### src/rtl/alu_arb_pkg.sv
// Shared types and constants for the round-robin shared-ALU controller.
package alu_arb_pkg;

    localparam int unsigned DEFAULT_WIDTH = 8;

    typedef enum logic [1:0] {
        OP_ADD = 2'b00,
        OP_AND = 2'b01,
        OP_OR  = 2'b10,
        OP_XOR = 2'b11
    } op_e;

    typedef enum logic [1:0] {
        IDLE = 2'b00,
        EXEC = 2'b01,
        HOLD = 2'b10
    } state_e;

endpackage

### src/rtl/alu_core.sv
// Combinational ADD/AND/OR/XOR unit; define ALU_ARB_SAT_EN to make ADD saturate on overflow.
module alu_core
    import alu_arb_pkg::*;
#(
    parameter int unsigned WIDTH = DEFAULT_WIDTH
) (
    input  op_e              op,
    input  logic [WIDTH-1:0] a,
    input  logic [WIDTH-1:0] b,
    output logic [WIDTH-1:0] result,
    output logic             carry
);

    logic [WIDTH:0] sum;

    // NOTE: every output gets a default before the case so no path leaves it unassigned (no latch).
    always_comb begin
        sum    = {1'b0, a} + {1'b0, b};
        result = '0;
        carry  = 1'b0;
        unique case (op)
            OP_ADD: begin
`ifdef ALU_ARB_SAT_EN
                if (sum[WIDTH]) begin
                    result = '1;
                    carry  = 1'b1;
                end else begin
                    result = sum[WIDTH-1:0];
                end
`else
                result = sum[WIDTH-1:0];
                carry  = sum[WIDTH];
`endif
            end
            OP_AND: result = a & b;
            OP_OR:  result = a | b;
            OP_XOR: result = a ^ b;
        endcase
    end

endmodule

### src/rtl/alu_share_arbiter.sv
// Round-robin sharing of one ALU between two requesters; result held under valid/ready.
// Build option ALU_ARB_SAT_EN (in alu_core) selects saturating ADD.
module alu_share_arbiter
    import alu_arb_pkg::*;
#(
    parameter int unsigned WIDTH = DEFAULT_WIDTH
) (
    input  logic             clk,
    input  logic             rst_n,
    input  logic [1:0]       req,
    input  logic [1:0]       op0,
    input  logic [1:0]       op1,
    input  logic [WIDTH-1:0] a0,
    input  logic [WIDTH-1:0] b0,
    input  logic [WIDTH-1:0] a1,
    input  logic [WIDTH-1:0] b1,
    output logic [1:0]       gnt,
    output logic             busy,
    output logic             res_valid,
    input  logic             res_ready,
    output logic             res_id,
    output logic [WIDTH-1:0] result,
    output logic             carry
);

    state_e           state_q, state_d;
    logic             last_q, last_d;
    logic             owner_q, owner_d;
    op_e              op_q, op_d;
    logic [WIDTH-1:0] a_q, a_d, b_q, b_d;
    logic [1:0]       gnt_q, gnt_d;
    logic             valid_q, valid_d;
    logic             id_q, id_d;
    logic [WIDTH-1:0] result_q, result_d;
    logic             carry_q, carry_d;

    logic             win;
    logic [WIDTH-1:0] alu_result;
    logic             alu_carry;

    alu_core #(.WIDTH(WIDTH)) u_alu (
        .op     (op_q),
        .a      (a_q),
        .b      (b_q),
        .result (alu_result),
        .carry  (alu_carry)
    );

    // A tie goes to the requester not granted last; a lone request wins outright.
    assign win = (req == 2'b11) ? ~last_q : req[1];

    always_comb begin
        state_d  = state_q;
        last_d   = last_q;
        owner_d  = owner_q;
        op_d     = op_q;
        a_d      = a_q;
        b_d      = b_q;
        gnt_d    = 2'b00;
        valid_d  = valid_q;
        id_d     = id_q;
        result_d = result_q;
        carry_d  = carry_q;
        unique case (state_q)
            IDLE: begin
                if (req != 2'b00) begin
                    last_d  = win;
                    owner_d = win;
                    op_d    = win ? op_e'(op1) : op_e'(op0);
                    a_d     = win ? a1 : a0;
                    b_d     = win ? b1 : b0;
                    gnt_d   = win ? 2'b10 : 2'b01;
                    state_d = EXEC;
                end
            end
            EXEC: begin
                result_d = alu_result;
                carry_d  = alu_carry;
                id_d     = owner_q;
                valid_d  = 1'b1;
                state_d  = HOLD;
            end
            HOLD: begin
                if (res_ready) begin
                    valid_d = 1'b0;
                    state_d = IDLE;
                end
            end
            default: state_d = IDLE;
        endcase
    end

    // NOTE: sequential state uses non-blocking assignments so every register samples pre-edge values.
    always_ff @(posedge clk or negedge rst_n) begin
        if (!rst_n) begin
            state_q  <= IDLE;
            last_q   <= 1'b1;
            owner_q  <= 1'b0;
            op_q     <= OP_ADD;
            a_q      <= '0;
            b_q      <= '0;
            gnt_q    <= 2'b00;
            valid_q  <= 1'b0;
            id_q     <= 1'b0;
            result_q <= '0;
            carry_q  <= 1'b0;
        end else begin
            state_q  <= state_d;
            last_q   <= last_d;
            owner_q  <= owner_d;
            op_q     <= op_d;
            a_q      <= a_d;
            b_q      <= b_d;
            gnt_q    <= gnt_d;
            valid_q  <= valid_d;
            id_q     <= id_d;
            result_q <= result_d;
            carry_q  <= carry_d;
        end
    end

    assign gnt       = gnt_q;
    assign busy      = (state_q != IDLE);
    assign res_valid = valid_q;
    assign res_id    = id_q;
    assign result    = result_q;
    assign carry     = carry_q;

endmodule

### config.mk
export PLATFORM = sky130hd
export DESIGN_NAME = alu_share_arbiter
export DESIGN_NICKNAME = d
export VERILOG_FILES = /design/src/rtl/alu_arb_pkg.sv /design/src/rtl/alu_core.sv /design/src/rtl/alu_share_arbiter.sv
export SDC_FILE = /design/constraint.sdc
export NUM_CORES = 1
export LEC_CHECK = 0
export ABC_CLOCK_PERIOD_IN_PS = 3200
export CORE_UTILIZATION = 53
export CTS_CLUSTER_SIZE = 16
export DETAILED_ROUTE_END_ITERATION = 8
export PLACE_DENSITY = 0.81
export SLEW_MARGIN = 0
export SYNTH_ARGS = -nofsm -noshare
export SYNTH_HDL_FRONTEND = slang
export SYNTH_SLANG_ARGS = --single-unit
### constraint.sdc
create_clock -name clk -period 3.2 [get_ports clk]
set_input_delay 0.8 -clock clk [delete_from_list [all_inputs] [get_ports clk]]
set_output_delay 0.8 -clock clk [all_outputs]
set_load 0.01 [all_outputs]
Word-level counts from Yosys, hierarchy flattened
Index checks and enable logic that the tools add are counted.
{"block": "classes", "add_sub_neg": 1, "n_eq_ne": 8, "muxes": 14, "bitwise_logic": 4, "reduce_logical": 8}
{"op": "$pmux W8 S4", "count": 1}
{"op": "$mux W8", "count": 2}
{"op": "$mux W2", "count": 6}
{"op": "$add A8 B8 Y9", "count": 1}
{"op": "$and A8 B8 Y8", "count": 1}
{"op": "$eq A2 B2 Y1 const B", "count": 4}
{"op": "$or A8 B8 Y8", "count": 1}
{"op": "$xor A8 B8 Y8", "count": 1}
{"op": "$pmux W2 S3", "count": 1}
{"op": "$reduce_and A2 Y1", "count": 3}
{"op": "$reduce_bool A2 Y1", "count": 3}
{"op": "$eq A2 B1 Y1 const B", "count": 2}
{"op": "$logic_not A2 Y1", "count": 2}
{"op": "$ne A2 B2 Y1 const B", "count": 2}
{"op": "$mux W1", "count": 3}
{"op": "$pmux W1 S2", "count": 1}
{"op": "$not A1 Y1", "count": 1}
{"block": "word_totals", "regBits": 35, "input_bits": 41, "output_inout_bits": 14, "word_cells": 46}

Longest topological paths before layout
{"block": "logic_depth", "depth_word": 5, "ltp_mapped": 6, "depth_no_buf": 6}

Cells and area by module
Synthesis repeated with hierarchy kept, for this count alone.
{"block": "unflattened", "hier_cells": 248, "area_unflattened_um2": 2364.8}
{"module": "alu_share_arbiter", "n_inst": 1, "cells_per_inst": 146, "area_each_um2": 1617.8, "seq_area_each_um2": 877.1}
{"module": "alu_core", "n_inst": 1, "cells_per_inst": 102, "area_each_um2": 747.0, "seq_area_each_um2": 0.0}

Least setup slack after synthesis
OpenSTA, ideal clock, no wires.
{"block": "synth_path", "path_type": "register -> register", "startpoint": "register a_q[0]", "endpoint": "register result_q[4], in the netlist result[4]", "setup_ps": 121, "t_arrival_ps": 1692, "required_ps": 3079, "path_slack_ps": 1387, "path_stages_with_launch": 7, "path_buffers": 0, "period_less_slack_ps": 1813, "cell_sequence": "dfrtp_1 -> ha_1 -> fa_1 -> a21o_2 -> a211oi_1 -> o21ai_0 -> a22o_1"}
{"block": "synth_between", "elab_chain_len": 2}
{"item": "start, declared", "line": "alu_share_arbiter.sv:30", "source": "logic [WIDTH-1:0] a_q, a_d, b_q, b_d;"}
{"item": "start signal, assigned", "line": "alu_share_arbiter.sv:100", "source": "a_q <= '0;"}
{"item": "start signal, assigned", "line": "alu_share_arbiter.sv:112", "source": "a_q <= a_d;"}
{"item": "$add A8 B8 Y9", "line": "alu_core.sv:18", "source": "sum = {1'b0, a} + {1'b0, b};"}
{"item": "$pmux W8 S4", "line": "alu_core.sv:21", "source": "unique case (op)"}
{"item": "end signal, assigned", "line": "alu_share_arbiter.sv:117", "source": "result_q <= result_d;"}
{"item": "end, declared", "line": "alu_share_arbiter.sv:34", "source": "logic [WIDTH-1:0] result_q, result_d;"}
Every way passes these cells.
A chain may end at the register's enable or synchronous reset.

Worst setup path after layout
{"block": "layout_path", "startpoint": "register state_q[1]", "endpoint": "output busy"}
{"block": "layout_between", "elab_chain_len": 1}
{"item": "start, declared", "line": "alu_share_arbiter.sv:26", "source": "state_e state_q, state_d;"}
{"item": "start signal, assigned", "line": "alu_share_arbiter.sv:108", "source": "state_q <= state_d;"}
{"item": "$reduce_bool A2 Y1", "line": "alu_share_arbiter.sv:123", "source": "assign busy = (state_q != IDLE);"}
{"item": "end, declared", "line": "alu_share_arbiter.sv:18", "source": "output logic busy,"}
Every way passes these cells.

==> impl_metrics.json <==
{
  "maxCapViolations": 0,
  "synth_mux_area_share_pct": 11.45,
  "finalSetupViolCount": 0,
  "min_period_over_period_pct": 73.11,
  "synth-compound-area-share_pct": 18.25,
  "insertion_delay_ns": 0.29,
  "vias": 1915,
  "synth_seq_cells": 35,
  "dieArea_um2": 4468,
  "status": "finished, final reports clean",
  "ys_warn_count": 0,
  "postSynthAreaPerCell_um2": 9.058,
  "drtAntennaViolNets": 0,
  "drv_slew": 0,
  "multi_input_area_um2": 1204,
  "clock-root-buffer": "clkbuf_8",
  "drc_errors": 0,
  "r2r_setup_slack_ns": 1.13,
  "cts_setup_buffers": 0,
  "drt_iter0_markers": 108,
  "crit_buf_inv": 2,
  "fmax_mhz": 427.4,
  "crit_cells": 3,
  "cts_buffers": 5,
  "final_util_pct": 72.05,
  "ctsResizeCount": 0,
  "vdd_drop_max_uv": 548.9,
  "fin_crit_ns": 2.340,
  "hp-class": "reg2reg",
  "filler_cell_count": 331,
  "crit_required_ns": 2.40,
  "cts.path.max_buffers": 2,
  "grt_max_degree": 41,
  "hold_violations": 0,
  "hp-start": "owner_q",
  "power_frac_seq_pct": 31.5,
  "fin_cells": 349,
  "p_sw_mw": 1.230,
  "grt_pass1_wl_um": 7748,
  "synth_xor_area_share_pct": 0.3930,
  "synthAdderAreaFrac_pct": 9.882,
  "rows": 23,
  "holdPathEnd": "res_id",
  "cts.sinks": 35,
  "swShare_pct": 43.62,
  "die_w_um": 66.84,
  "clock_power_share_pct": 12.1,
  "slowest_stage": "clkdlybuf4s50_1",
  "via_per_inst": 5.487,
  "syn_to_final_growth_pct": 30.26,
  "clk_pin_slew_ns": 0.08,
  "synth_top_area_cell": "dfrtp_1",
  "worstSetupPathType": "reg2out",
  "finalPower_mw": 2.820,
  "hold_depth": 2,
  "syn_nets": 304,
  "cts_htree_levels": 2,
  "critPathMaxStageDelay_ns": 0.48,
  "p_int_mw": 1.590,
  "critPathMaxFanout": 5,
  "worst_pin_slew_ns": 0.7465,
  "leakagePower_nw": 1.339,
  "final_common_cell": "clkdlybuf4s50_1",
  "grt_antenna_before_repair": 0,
  "grt_setup_unrepaired": "no",
  "combPwrFrac_pct": 56.3,
  "grt-ovfl-total": 0,
  "netlist_instances": 246,
  "synth-simple-area-share_pct": 13.70,
  "crit_family": "buffers and inverters",
  "cts_tree": "yes",
  "syn_area_um2": 2228,
  "setup_tns_ns": 0,
  "final_cell_mix": "clkdlybuf4s50_1, dfrtp_1, nand2_1",
  "synth_top_area_share_pct": 38.18,
  "cp-end-kind": "primary output",
  "slew_headroom_pct": 50.24,
  "postCtsHoldBufs": 0,
  "place_congestion": 0.8405,
  "antenna_cells": 0,
  "worst_r2r_endpoint": "result[4]",
  "drt_first_pass_iters": 5,
  "start_util_pct": 55.31,
  "power_density_nw_per_um2": 971.6,
  "ios": 55,
  "synth_cell_types": 42,
  "wire_per_inst_um": 13.73,
  "grt_usage_pct": 23.41,
  "die_h_um": 66.84,
  "r2r_cells": 6,
  "cp_cell_sequence": "nor2_1 > inv_1 > clkdlybuf4s50_1",
  "fp.coreArea_um2": 4029,
  "yosysSeqAreaShare_pct": 39.36,
  "hpwlAfterDp_um": 3651,
  "async_flop_share_pct": 100.0,
  "grt_pass1_vias": 1733,
  "synth_top_family_by_area": "compound AO/OA/AOI/OAI gates",
  "rr_startpoint": "a_q[0]",
  "worstSetupStartpointType": "flop",
  "drive_above_1_share_pct": 6.020,
  "ys.flop_type": "dfrtp_1",
  "crit_arrival_ns": 1.54,
  "port_buffers": 54,
  "synthTopCellsByArea": "dfrtp_1, mux2i_1, ha_1",
  "crit_start": "state_q[1]",
  "wirelength_um": 4791,
  "fin_skew_ns": 0.008936,
  "dpl.cell_count": 341,
  "synth-edff-count": 0,
  "final_nets": 356,
  "seq_area_um2": 877.1
}
how the worst max path moves through the flow:
stage	endpoint	slack (ns)
after floorplan	result[4]	1.39
after global placement	b_q[6]	0.71
after detailed placement	b_q[5]	0.59
after CTS	busy	0.86
after global routing	busy	0.76
final	busy	0.86
routing by layer:
metal	part of all wire (%)	wire, um	track usage (%)
met4	0.83	40	6.383
met2	50	2376	39.90
met1	45	2152	29.34
met5	0	0	0
met3	4.6	221	5.479
flip-flops by register name, summed over array words and instances, names as in the netlist:
signal,cells
carry,1
last_q,1
a_q,8
owner_q,1
res_id,1
op_q,2
b_q,8
gnt,2
res_valid,1
state_q,2
result,8
final cells by class:
cell class / instances / area share [%]
multi-input cells: 173 / 41.47
flip-flops and latches: 35 / 30.22
repair buffers: 57 / 19.40
inverters: 26 / 3.362
clock buffers: 6 / 2.845
well taps: 50 / 2.155
clock inverters: 2 / 0.5603
synth_stat cells (5+ instances only):
master / n
o21ai_0: 27
ha_1: 16
a21o_1: 5
nor2_1: 9
clkbuf_1: 6
o21ai_1: 6
dfrtp_1: 34
mux2i_1: 21
inv_1: 26
a21oi_1: 7
nand2_1: 33
power groups by stage:
stage / Combinational, mW / Clock [mW] / Sequential (mW)
2_1_floorplan: 1.13 / 0 / 0.838
4_1_cts: 1.59 / 0.349 / 0.890
3_5_place_dp: 1.57 / 0 / 0.899
3_3_place_gp: 1.52 / 0 / 0.885
5_1_grt: 1.78 / 0.370 / 0.927
6_report: 1.59 / 0.342 / 0.889
stage by stage:
| stage | instance area [um2] | hold slack, ns | setup slack [ns] |
|---|---|---|---|
| 3_5_place_dp | 2804 | 0.4680 | 0.5902 |
| 5_1_grt | 2903 | 0.5158 | 0.7639 |
| 6_report | 2903 | 0.4821 | 0.8604 |
| 4_1_cts | 2903 | 0.4856 | 0.8636 |
| 2_1_floorplan | 2228 | 0.4395 | 1.387 |
| 3_3_place_gp | 2804 | 0.4570 | 0.7142 |
cell families after synthesis:
| group | after synthesis |
|---|---|
| compound gates | 67 |
| simple gates | 65 |
| buf+inv | 38 |
| flops | 35 |
| mux | 23 |
| fa+ha+maj | 17 |
| xor+xnor | 1 |
tightest hold or removal path: cells and delay by family (launching register included):
kind / cells / cell delay [ns]
DFF: 1 / 0.35
and+or+nand+nor: 2 / 0.10
Power figures use the tool's default switching activity.
